==> config.mk <==
export PLATFORM = sky130hd
export DESIGN_NAME = bottling_ctrl_gen2
export DESIGN_NICKNAME = d
export VERILOG_FILES = /design/src/rtl/bottling_ctrl_gen2.sv
export SDC_FILE = /design/constraint.sdc
export NUM_CORES = 1
export LEC_CHECK = 0
export ABC_AREA = 1
export BUFFER_PORTS_ARGS = -buffer_cell sky130_fd_sc_hd__buf_4
export CORE_MARGIN = 8
export CORE_UTILIZATION = 58
export DETAILED_ROUTE_END_ITERATION = 10
export PLACE_DENSITY = 0.79
export SETUP_SLACK_MARGIN = 0.1
export SYNTH_ARGS = -nofsm -noshare
export SYNTH_HDL_FRONTEND = slang
export SYNTH_SLANG_ARGS = --single-unit
==> constraint.sdc <==
create_clock -name clk -period 4.2 [get_ports clk]
set_input_delay 0.84 -clock clk [delete_from_list [all_inputs] [get_ports clk]]
set_output_delay 0.84 -clock clk [all_outputs]
set_load 0.1 [all_outputs]
==> src/rtl/bottling_ctrl_gen2.sv <==
// bottling_ctrl_gen2: bottling station sequencer with cork tray/dispenser bookkeeping,
// alarm handling and a BCD dozen tally.
module bottling_ctrl_gen2 #(
   parameter int TRAY_CAP     = 20,
   parameter int REFILL_QTY   = 20,
   parameter int LOW_MARK     = 5,
   parameter int DISP_STOCK   = 60,
   parameter int SEAL_CYCLES  = 4,
   parameter int FILL_TIMEOUT = 1024,
   parameter int BATCH        = 12,
   parameter int CNT_DIGITS   = 2,
   localparam int TW = $clog2(TRAY_CAP + 1),
   localparam int SW = $clog2(DISP_STOCK + 1)
) (
   input  logic                    clk,
   input  logic                    reset,
   input  logic                    run,
   input  logic                    PG,
   input  logic                    CH,
   input  logic                    alarm_clr,
   input  logic                    stock_load,
   output logic                    M,
   output logic                    EV,
   output logic                    VE,
   output logic                    AD,
   output logic                    A,
   output logic [1:0]              alarm_code,
   output logic                    GP,
   output logic [TW-1:0]           tray_count,
   output logic [SW-1:0]           stock_count,
   output logic [4*CNT_DIGITS-1:0] dozen_bcd
);
   localparam int FW = $clog2(FILL_TIMEOUT + 1);
   localparam int CW = $clog2(SEAL_CYCLES + 1);
   localparam int BW = $clog2(BATCH + 1);
   typedef enum logic [2:0] {IDLE, MOVE, FILL, SEAL, EJECT, ALARM} state_t;
   state_t state, state_nx;
   logic [1:0] code_nx;
   logic [FW-1:0] fill_t;
   logic [CW-1:0] seal_t;
   logic [BW-1:0] batch;
   logic gp_now, refill, carry;
   int room, add;
   logic [TW-1:0] tray_nx;
   logic [SW-1:0] stock_nx;
   logic [4*CNT_DIGITS-1:0] bcd_inc;

   always_comb begin
      state_nx = state;
      code_nx = alarm_code;
      case (state)
         IDLE:  state_nx = run && tray_count != '0 && !A ? MOVE : IDLE;
         MOVE:  state_nx = PG ? FILL : !run ? IDLE : MOVE;
         FILL: begin
            if (CH) state_nx = SEAL;
            else if (fill_t == FW'(FILL_TIMEOUT - 1)) begin
               state_nx = ALARM;
               code_nx = 2'b01;
            end
         end
         SEAL:  state_nx = seal_t == CW'(SEAL_CYCLES - 1) ? EJECT : SEAL;
         EJECT: begin
            if (!PG) begin
               if (tray_count == '0 && stock_count == '0) begin
                  state_nx = ALARM;
                  code_nx = 2'b10;
               end else state_nx = run && tray_count != '0 ? MOVE : IDLE;
            end
         end
         ALARM: begin
            if (alarm_clr && (alarm_code == 2'b01 || stock_count != '0)) begin
               state_nx = IDLE;
               code_nx = 2'b00;
            end
         end
         default: state_nx = IDLE;
      endcase
   end

   // Refill amount is bounded by request size, dispenser content and free tray room.
   always_comb begin
      gp_now = state == SEAL && state_nx == EJECT;
      room = TRAY_CAP - int'(tray_count);
      add = REFILL_QTY < int'(stock_count) ? REFILL_QTY : int'(stock_count);
      add = room < add ? room : add;
      refill = int'(tray_count) <= LOW_MARK && stock_count != '0 && !AD;
      tray_nx = TW'(int'(tray_count) - int'(gp_now) + (refill ? add : 0));
      stock_nx = stock_load ? SW'(DISP_STOCK) : stock_count - (refill ? SW'(add) : '0);
      carry = 1'b1;
      bcd_inc = dozen_bcd;
      for (int i = 0; i < CNT_DIGITS; i++) begin
         bcd_inc[4*i+:4] = carry ? (dozen_bcd[4*i+:4] == 4'd9 ? 4'd0 : dozen_bcd[4*i+:4] + 4'd1) : dozen_bcd[4*i+:4];
         carry = carry && dozen_bcd[4*i+:4] == 4'd9;
      end
   end

   always_ff @(posedge clk or posedge reset) begin
      if (reset) begin
         state <= IDLE;
         M <= 1'b0;
         EV <= 1'b0;
         VE <= 1'b0;
         A <= 1'b0;
         AD <= 1'b0;
         GP <= 1'b0;
         alarm_code <= 2'b00;
         tray_count <= TW'(TRAY_CAP);
         stock_count <= SW'(DISP_STOCK);
         dozen_bcd <= '0;
         batch <= '0;
         fill_t <= '0;
         seal_t <= '0;
      end else begin
         state <= state_nx;
         M <= state_nx == MOVE || state_nx == EJECT;
         EV <= state_nx == FILL;
         VE <= state_nx == SEAL;
         A <= state_nx == ALARM;
         AD <= refill;
         GP <= gp_now;
         alarm_code <= code_nx;
         tray_count <= tray_nx;
         stock_count <= stock_nx;
         fill_t <= state == FILL ? fill_t + FW'(1) : '0;
         seal_t <= state == SEAL ? seal_t + CW'(1) : '0;
         if (gp_now) begin
            batch <= batch == BW'(BATCH - 1) ? '0 : batch + BW'(1);
            dozen_bcd <= batch == BW'(BATCH - 1) ? bcd_inc : dozen_bcd;
         end
      end
   end
endmodule

==> impl_metrics.csv <==
group,metric,value,unit
clock_network,numCtsBuffers,5,
clock_network,htreeDepth,2,
route,routedWlPerCell,12.2,um
timing,tightest_slew,0.552,ns
place,gp_congestion,0.895,
clock_network,cts_resized,0,
power,vdd_drop_max,0.000635,V
synth,postSynthCellCount,357,
clock_network,clock_path_buffers,2,
floorplanning,start_util,58.7,%
floorplanning,coreArea,5010,sq um
run_status,status,"finished clean",
synth,syn-mean-instance-area,8.23,sq um
critical_path,regToRegSetupSlack,0.44,ns
global_routing,grt_overflow,0,
route,drc,0,
clock_network,clkLatencyLatePin,0.30,ns
critical_path,worstPathArrival,4.00,ns
critical_path,critPathMaxFanout,5,
layout,final_common_cell,"nand2_1",
layout,layout_common_cells,"nand2_1 (64), inv_1 (61), nor2_1 (50)",
synth,synthArstFlopShare,100,%
route,ant_nets,0,
clock_network,cts_tree,"done",
synth,synthesis.area,2940,sq um
clock_network,clock-sinks,48,
layout,n_antenna_cell,0,
place,place_inst,461,
critical_path,reg2reg_depth,21,
critical_path,path_cells,"inv_1 -> ha_1 -> or2_2 -> nand2_1 -> xor2_1 -> inv_1 -> ha_1 -> nand2_1 -> nor2_1 -> nand2_1 -> nand2_1 -> nand2_1 -> nand2_1 -> nand3_1 -> xor2_1 -> ha_1 -> inv_1 -> fa_1 -> o21ai_0 -> xor2_1 -> xor2_1",
place,hpwl,4.59,mm
critical_path,crit_type,"reg -> reg",
synth,synth_edf_count,0,
critical_path,cp.required,4.44,ns
clock_network,path_clk_slew,0.09,ns
hold_path,holdPathStages,1,
timing,min_period,3.76,ns
hold_path,worstHoldPathType,"reg -> reg",
synth,synth-seq-area-share,41.1,%
run,maxCapViolCount,0,
hold_path,min_to,"seal_t[0]$_DFF_PP0_",
layout,final_layout_size_suffix_gt1_share,20.3,%
hold_path,worstHoldStart,"seal_t[0]$_DFF_PP0_",
synth,yosys_warnings,0,
timing,rsz0062_at_grt,"no",
timing,setup_viol,0,
floorplanning,die_h,87.2,um
synth,synth_fp_nets,387,
critical_path,critPathMaxStageDelay,0.42,ns
critical_path,cp-start-kind,"flip-flop",
timing,clock_skew,0.00848,ns
route,num_vias,2373,
critical_path,crit-reg2reg-capture,"tray_count[4]$_DFF_PP1_",
floorplanning,die_area,7600,sq um
route,drt_iter0_markers,101,
layout,area_growth,15.2,%
critical_path,reg2reg_from,"tray_count[0]$_DFF_PP0_",
clock_network,root_buffer,"clkbuf_8",
synth,synthFlopType,"dfrtp_1",
global_routing,antenna_found_initial,0,
route,wl,5.75,mm
power,cellLeakagePower,1.71,nW
synth,ys_ff_latch,48,
critical_path,end_kind,"flip-flop",
global_routing,grt_max_degree,28,
critical_path,crit_top_cell,"nand2_1",
place,io_buffers,33,
layout,layoutNonFillerInstCount,470,
global_routing,grt_pass1_vias,2380,
route,first_pass_iters,4,
floorplanning,io_pins,34,
timing,maxSlewViolCount,0,
critical_path,crit_slowest_cell,"dfrtp_2",
power,powerDensity,801,nW/um^2
timing,fmax,0.266,GHz
floorplanning,fp-row-count,26,
route,vias_per_cell,5.05,
timing,relSlewSlack,63.2,%
layout,nets,429,
synth,synth_cell_types,41,
timing,fin_tns_setup,0,ns
timing,hold_viol_final,0,
global_routing,grt_pass1_wl,10.4,mm
floorplanning,die_w,87.2,um
layout,final_util,67.6,%
global_routing,grt.total_usage,17.0,%
timing,period_share,89.6,%
## timing repair
item,CTS,global route
setup buffers,0,1
endpoints found under the setup margin,0,1
hold buffers,0,0
## critical path, delay by kind of cell, from the launching register on
kind / cells / cell delay (ns)
DFF: 1 / 0.42
buffers and inverters: 3 / 0.23
AOI/OAI and AO/OA: 1 / 0.23
and+or+nand+nor: 9 / 1.00
xor gates and xnor gates: 4 / 0.71
adders and majority gates: 4 / 1.13
## power breakdown
part	switching [mW]	internal [mW]	leakage (nW)
sequential	0.0930	0.595	0.624
clock	0.162	0.118	0.0404
combinational	1.21	0.535	1.04
total	1.46	1.25	1.71
## cells in the mapped netlist, drive strengths merged, types with 4 or more instances
master  number  area share, %
inv         68            8.9
nand2       67            9.0
nor2        57            9.3
dfrtp       42             36
ha          21            8.9
nand3       21            4.2
a21oi       14            2.4
o21ai       14            2.4
nor3        12            3.2
xor2         8            2.4
dfstp        6            5.4
nand4        4            1.1
o211ai       4            1.2
## layout make-up
cell class / instances / area (sq um)
fillers: 433 / 1620
clock buffers: 5 / 68.8
clock inverters: 3 / 23.8
flip-flops and latches: 48 / 1210
repair buffers: 36 / 270
multi-input cells: 240 / 1470
well taps: 70 / 87.6
inverters: 68 / 260
## state kept, by name (all words and copies together) (netlist names)
signal / count
A: 1
GP: 1
VE: 1
fill_t: 11
state: 3
tray_count: 5
M: 1
dozen_bcd: 8
seal_t: 3
alarm_code: 2
EV: 1
batch: 4
stock_count: 6
AD: 1
## cells by family after synthesis
logic type	Yosys count	synth area share, %
AO/OA/AOI/OAI	43	9.24
AND/OR/NAND/NOR	164	27.3
buffers and inverters	69	9.02
flip-flops	48	41.1
adder cells (fa/ha/maj)	23	10.3
XOR/XNOR	10	2.98
## worst max path at each step
stage                                 start                      end  cells after the start
finish              tray_count[0]$_DFF_PP0_  tray_count[4]$_DFF_PP1_                     21
global route        tray_count[0]$_DFF_PP0_  tray_count[4]$_DFF_PP1_                     21
CTS                 tray_count[0]$_DFF_PP0_  tray_count[4]$_DFF_PP1_                     19
detailed placement  tray_count[0]$_DFF_PP0_  tray_count[4]$_DFF_PP1_                     19
global placement    tray_count[0]$_DFF_PP0_  tray_count[4]$_DFF_PP1_                     19
floorplan           tray_count[0]$_DFF_PP0_  tray_count[4]$_DFF_PP1_                     19
## per-stage QoR
stage	setup slack (ns)	cell area [sq um]	power, mW	hold slack, ns
floorplan	0.254	2940	2.08	0.410
global placement	0.491	3290	2.37	0.427
detailed placement	0.391	3290	2.42	0.437
CTS	0.353	3380	2.72	0.451
global route	0.137	3390	2.95	0.459
finish	0.438	3390	2.71	0.443
## metal layers
metal / track usage, % / share of wire, % / routed length [um] / vias to the layer above
met5: 0 / 0 / 0 / -
li1: - / - / - / 1227
met3: 3.02 / 5.0 / 289 / 9
met2: 28.6 / 47 / 2710 / 62
met4: 5.78 / 1.5 / 88 / 0
met1: 21.5 / 46 / 2650 / 1075
No activity file was read; power rests on OpenSTA's default activity.
